===== src/rtl/mmio_pkg.sv =====
// Shared address map, region encoding and STATUS bit layout for mmio_responder.
package mmio_pkg;

    localparam int unsigned RAM_BASE           = 32'h00;
    localparam int unsigned GPIO_OUT_ADDR      = 32'h80;
    localparam int unsigned GPIO_IN_ADDR       = 32'h84;
    localparam int unsigned TIMER_COUNT_ADDR   = 32'h88;
    localparam int unsigned TIMER_COMPARE_ADDR = 32'h8C;
    localparam int unsigned STATUS_ADDR        = 32'h90;

    localparam int TIMER_WIDTH      = 32;
    localparam int STATUS_MATCH_BIT = 0;

    typedef enum logic [2:0] {
        REGION_RAM,
        REGION_GPIO_OUT,
        REGION_GPIO_IN,
        REGION_TIMER_COUNT,
        REGION_TIMER_COMPARE,
        REGION_STATUS,
        REGION_NONE
    } region_t;

endpackage


===== src/rtl/input_synchronizer.sv =====
// Two-flop synchronizer for asynchronous inputs; both stages clear on reset.
module input_synchronizer #(
    parameter int WIDTH = 8
) (
    input  logic             clock,
    input  logic             reset,
    input  logic [WIDTH-1:0] raw,
    output logic [WIDTH-1:0] synced
);

    logic [WIDTH-1:0] stage_p0;

    always_ff @(posedge clock or posedge reset) begin
        if (reset) begin
            stage_p0 <= '0;
            synced   <= '0;
        end else begin
            stage_p0 <= raw;
            synced   <= stage_p0;
        end
    end

endmodule


===== src/rtl/mmio_responder.sv =====
// Single-cycle MMIO responder: scratch RAM, GPIO out/in and an optional timer.
// The timer, compare register, STATUS and timer_irq exist only when MMIO_TIMER_EN is defined.
module mmio_responder
    import mmio_pkg::*;
#(
    parameter int ADDRESS_WIDTH = 8,
    parameter int DATA_WIDTH    = 32,
    parameter int RAM_WORDS     = 16,
    parameter int GPIO_WIDTH    = 8
) (
    input  logic                     clock,
    input  logic                     reset,
    input  logic [ADDRESS_WIDTH-1:0] address,
    input  logic                     write_enable,
    input  logic [DATA_WIDTH-1:0]    write_data,
    output logic [DATA_WIDTH-1:0]    read_data,
    input  logic [GPIO_WIDTH-1:0]    gpio_in,
    output logic [GPIO_WIDTH-1:0]    gpio_out,
    output logic                     timer_irq
);

    localparam int INDEX_WIDTH = (RAM_WORDS > 1) ? $clog2(RAM_WORDS) : 1;
    localparam int RAM_BYTES   = 4 * RAM_WORDS;

    region_t                   region;
    logic [ADDRESS_WIDTH-3:0]  word_address;
    logic [INDEX_WIDTH-1:0]    ram_index;
    logic [GPIO_WIDTH-1:0]     gpio_sync;
    logic [DATA_WIDTH-1:0]     ram [RAM_WORDS];

    assign word_address = address[ADDRESS_WIDTH-1:2];
    assign ram_index    = address[INDEX_WIDTH+1:2];

    // Register offsets are compared on word granularity so byte lanes alias.
    always_comb begin
        region = REGION_NONE;
        if (address < ADDRESS_WIDTH'(RAM_BYTES))
            region = REGION_RAM;
        else if (word_address == (ADDRESS_WIDTH-2)'(GPIO_OUT_ADDR >> 2))
            region = REGION_GPIO_OUT;
        else if (word_address == (ADDRESS_WIDTH-2)'(GPIO_IN_ADDR >> 2))
            region = REGION_GPIO_IN;
`ifdef MMIO_TIMER_EN
        else if (word_address == (ADDRESS_WIDTH-2)'(TIMER_COUNT_ADDR >> 2))
            region = REGION_TIMER_COUNT;
        else if (word_address == (ADDRESS_WIDTH-2)'(TIMER_COMPARE_ADDR >> 2))
            region = REGION_TIMER_COMPARE;
        else if (word_address == (ADDRESS_WIDTH-2)'(STATUS_ADDR >> 2))
            region = REGION_STATUS;
`endif
    end

    always_ff @(posedge clock) begin
        if (write_enable && region == REGION_RAM)
            ram[ram_index] <= write_data;
    end

    always_ff @(posedge clock or posedge reset) begin
        if (reset)
            gpio_out <= '0;
        else if (write_enable && region == REGION_GPIO_OUT)
            gpio_out <= write_data[GPIO_WIDTH-1:0];
    end

    input_synchronizer #(
        .WIDTH(GPIO_WIDTH)
    ) u_gpio_sync (
        .clock  (clock),
        .reset  (reset),
        .raw    (gpio_in),
        .synced (gpio_sync)
    );

`ifdef MMIO_TIMER_EN
    logic [TIMER_WIDTH-1:0] timer_count;
    logic [TIMER_WIDTH-1:0] timer_compare;
    logic                   match_flag;

    // A match on the same edge as a clear keeps the flag set.
    always_ff @(posedge clock or posedge reset) begin
        if (reset) begin
            timer_count   <= '0;
            timer_compare <= '1;
            match_flag    <= 1'b0;
        end else begin
            if (write_enable && region == REGION_TIMER_COUNT)
                timer_count <= write_data[TIMER_WIDTH-1:0];
            else
                timer_count <= timer_count + 1'b1;

            if (write_enable && region == REGION_TIMER_COMPARE)
                timer_compare <= write_data[TIMER_WIDTH-1:0];

            if (timer_count == timer_compare)
                match_flag <= 1'b1;
            else if (write_enable && region == REGION_STATUS && write_data[STATUS_MATCH_BIT])
                match_flag <= 1'b0;
        end
    end

    assign timer_irq = match_flag;
`else
    assign timer_irq = 1'b0;
`endif

    always_comb begin
        read_data = '0;
        case (region)
            REGION_RAM:           read_data = ram[ram_index];
            REGION_GPIO_OUT:      read_data = DATA_WIDTH'(gpio_out);
            REGION_GPIO_IN:       read_data = DATA_WIDTH'(gpio_sync);
`ifdef MMIO_TIMER_EN
            REGION_TIMER_COUNT:   read_data = DATA_WIDTH'(timer_count);
            REGION_TIMER_COMPARE: read_data = DATA_WIDTH'(timer_compare);
            REGION_STATUS:        read_data[STATUS_MATCH_BIT] = match_flag;
`endif
            default:              read_data = '0;
        endcase
    end

endmodule


===== config.mk =====
export PLATFORM = sky130hd
export DESIGN_NAME = mmio_responder
export DESIGN_NICKNAME = d
export VERILOG_FILES = /design/src/rtl/mmio_pkg.sv /design/src/rtl/input_synchronizer.sv /design/src/rtl/mmio_responder.sv
export SDC_FILE = /design/constraint.sdc
export NUM_CORES = 1
export LEC_CHECK = 0
export ABC_AREA = 1
export BUFFER_PORTS_ARGS = -buffer_cell sky130_fd_sc_hd__buf_2
export CORE_UTILIZATION = 41
export DETAILED_ROUTE_END_ITERATION = 10
export HOLD_SLACK_MARGIN = 0.08
export PLACE_DENSITY = 0.61
export SKIP_CTS_REPAIR_TIMING = 1
export SLEW_MARGIN = 40
export SYNTH_ARGS = -nofsm -noshare
export SYNTH_HDL_FRONTEND = slang
export SYNTH_HIERARCHICAL = 1
export SYNTH_SLANG_ARGS = --single-unit
export TNS_END_PERCENT = 10

===== constraint.sdc =====
create_clock -name clock -period 1.5 [get_ports clock]
set_input_delay 0.15 -clock clock [delete_from_list [all_inputs] [get_ports clock]]
set_output_delay 0.15 -clock clock [all_outputs]
set_load 0.01 [all_outputs]

==> impl_metrics.py <==
metrics = {
    "global_routing": {
        "grt_pass1_vias": 13293,
        "grt_max_degree": 37,
        "grt-ovfl-total": 0,
        "antenna_found_initial": 0,
        "grt_util_all_layers": 0.207,
        "grt_pass1_wl_um": 81500,
    },
    "sta": {
        "setup_violations": 32,
        "slew_violations": 0,
        "rsz0062_at_grt": "yes",
        "report.final.hold_viol_count": 0,
        "tightestPinTransition_ns": 0.587,
        "finalClockSkew_ns": 0.00303,
        "period_share": 1.30,
        "fmax_ghz": 0.512,
        "period_minus_slack_ns": 1.95,
        "worst_slack_ns": -0.454,
        "relSlewSlack": 0.608,
    },
    "synth": {
        "synth_area_leaders": "edfxtp_1 (73%), nand2_1 (16%), dfrtp_1 (2.9%)",
        "syn_area_mm2": 0.0210,
        "netlist_instances": 1757,
        "async_flop_share": 0.0448,
        "yosys_warnings": 6,
        "synth.distinct_cells": 21,
        "mappedNetlistNets": 1808,
        "synth.most_common_cell": "nand2_1",
        "synth_top_cells_by_count": "nand2_1 (880), edfxtp_1 (512), nor2_1 (68), o21ai_0 (56)",
        "ys_ff_latch": 536,
        "syn_avg_cell_area_um2": 12.0,
        "synth-edff-count": 512,
        "seq_area_frac_synth": 0.760,
        "synth_flop_cell": "edfxtp_1",
        "yosysTopAreaCell": "edfxtp_1",
        "synth_top_area_share": 0.731,
    },
    "routing": {
        "ant_nets": 0,
        "vias": 13741,
        "drc_errors": 0,
        "post_drt_wl_per_cell_um": 20.1,
        "firstDrtPassIters": 5,
        "routed_via_density": 5.08,
        "drt-initial-drc-count": 1123,
        "drt-total-wl_um": 54300,
    },
    "power": {
        "report.power.total_w": 0.0321,
        "cellLeakagePower_nw": 9.98,
        "powerDensity_mw_per_mm2": 1230,
        "vdd_drop_max_mv": 1.02,
    },
    "worst_setup_path": {
        "crit_path_start_kind": "flop",
        "cpMostUsedCell": "nand2_1",
        "end_kind": "output port",
        "cp.required_ns": 1.35,
        "crit_chain": "nand2_1, nand4_1, nand2_1, nand2_2, nor2_2, nor2_1, buf_4, buf_2",
        "crit_slowest_cell": "edfxtp_1",
        "critical_path.max_stage_delay_ns": 0.38,
        "worstSetupPathType": "reg2out",
        "crit_path_max_fanout": 1,
        "worst_ep_arrival_time_ns": 1.80,
    },
    "die": {
        "dieWidth_um": 228,
        "fp.dieH_um": 228,
        "rows": 82,
        "initial_core_util": 0.417,
        "dieArea_mm2": 0.0522,
        "core_mm2": 0.0504,
        "pin_count": 92,
    },
    "cts": {
        "numCtsBuffers": 54,
        "h-tree-depth": 2,
        "ctsLongestPathBuffers": 3,
        "cts_tree": "yes",
        "clock_latency_ns": 0.60,
        "path_clk_slew_ns": 0.06,
        "clock_sinks": 536,
        "root_buffer": "clkbuf_16",
    },
    "finish": {
        "num-nets-final": 2037,
        "diodes": 0,
        "syn2layout_area_growth_pct": 24.0,
        "final_area_mm2": 0.0261,
        "layout-drive-gt1-share": 0.183,
        "fill_cells": 4277,
    },
    "placement": {
        "gp_congestion": 0.853,
        "dp_hpwl_um": 32400,
        "port_buffers": 88,
        "dpl_cell_area_mm2": 0.0237,
    },
    "run_status": {
        "violations": "negative setup slack",
        "status": "finished with violations",
    },
    "job": {
        "drv_cap": 0,
    },
    "min_path": {
        "hold_path.class": "in2async",
    },
}
## power breakdown
part / leakage [nW] / total [W] / switching [W] / internal, W
Combinational: 4.21 / 0.00203 / 0.00131 / 0.000718
Clock: 0.869 / 0.0135 / 0.00555 / 0.00791
Sequential: 4.90 / 0.0166 / 0.0000557 / 0.0165
Total: 9.98 / 0.0321 / 0.00692 / 0.0252
## path summary, 6_finish.rpt
| kind | start | end | slack (ns) | depth (start not counted) |
|---|---|---|---|---|
| worst max-delay path | ram[11][28]$_DFFE_PP_ | read_data[28] | -0.45 | 8 |
| worst min-delay path | reset | u_gpio_sync/stage_p0[0]$_DFF_PP0_ | 0.17 | 3 |
| worst max register to register | gpio_out[5]$_DFFE_PP0P_ | gpio_out[5]$_DFFE_PP0P_ | 0.65 | 1 |
| worst min register to register | u_gpio_sync/stage_p0[6]$_DFF_PP0_ | u_gpio_sync/synced[6]$_DFF_PP0_ | 0.35 | 0 |
| max in group asynchronous | reset | gpio_out[7]$_DFFE_PP0P_ | 0.64 | 4 |
| min in group clock | write_enable | gpio_out[3]$_DFFE_PP0P_ | 0.17 | 4 |
## worst max-delay path: cells and delay by family (launching register included)
family	cells	cell delay [ns]
flops	1	0.38
buf+inv	2	0.30
simple gates	6	0.52
## layout make-up
| cell class | count | area [um^2] | share of cell area |
|---|---|---|---|
| Sequential cell | 536 | 16000 | 0.613 |
| Multi-Input combinational cell | 1125 | 4920 | 0.189 |
| Timing Repair Buffer | 255 | 2490 | 0.0955 |
| Clock buffer | 70 | 1510 | 0.0577 |
| Tap cell | 672 | 841 | 0.0322 |
| Clock inverter | 32 | 279 | 0.0107 |
| Inverter | 14 | 58.8 | 0.00226 |
## routing by layer
| metal | GRT usage | vias to the layer above | part of all wire |
|---|---|---|---|
| met5 | 0 | - | 0 |
| met2 | 0.341 | 507 | 0.48 |
| li1 | - | 6455 | - |
| met1 | 0.280 | 6685 | 0.43 |
| met4 | 0.0635 | 0 | 0.025 |
| met3 | 0.0382 | 94 | 0.065 |
## through the flow
| stage | setup WS (ns) | setup TNS (ns) | instances | hold slack [ns] | utilization |
|---|---|---|---|---|---|
| 6_report | -0.454 | -10.95 | 2704 | 0.172 | 0.518 |
| 5_1_grt | -0.540 | -14.53 | 2704 | 0.182 | 0.518 |
| 4_1_cts | -0.553 | -14.30 | 2662 | -0.523 | 0.506 |
| 3_5_place_dp | -0.299 | -113.95 | 2560 | 0.124 | 0.471 |
| 3_3_place_gp | -0.299 | -107.15 | 2560 | 0.117 | 0.471 |
| 2_1_floorplan | -0.221 | -109.91 | 1757 | -0.0343 | - |
## cells by family after synthesis
group / Yosys count / synth area share
compound gates: 112 / 0.0276
buf+inv: 96 / 0.0212
flops: 536 / 0.760
mux: 8 / 0.00429
other cells: 1 / 0.000178
simple gates: 1004 / 0.187
## flip-flops by register name, summed over array words and instances, names as in the netlist
| register | flops |
|---|---|
| u_gpio_sync/synced | 8 |
| gpio_out | 8 |
| ram | 512 |
| u_gpio_sync/stage_p0 | 8 |
## cells in the final DEF, fill, tap and decap left out, types with 10 or more instances in the layout
cell type        n
nand4_1         48
clkbuf_1        10
buf_12          54
a21oi_1         46
o21ai_2         15
o21ai_1         27
inv_1           10
o21ai_0         14
clkinv_1        14
nor2_1          32
nor2_4          26
edfxtp_1       512
clkinv_2        10
dfrtp_1         24
nand2_1        865
dlygate4sd3_1   42
nand2_2         13
nor2_2          16
clkbuf_16       57
buf_2           85
buf_4           72
Power figures use the tool's default switching activity.
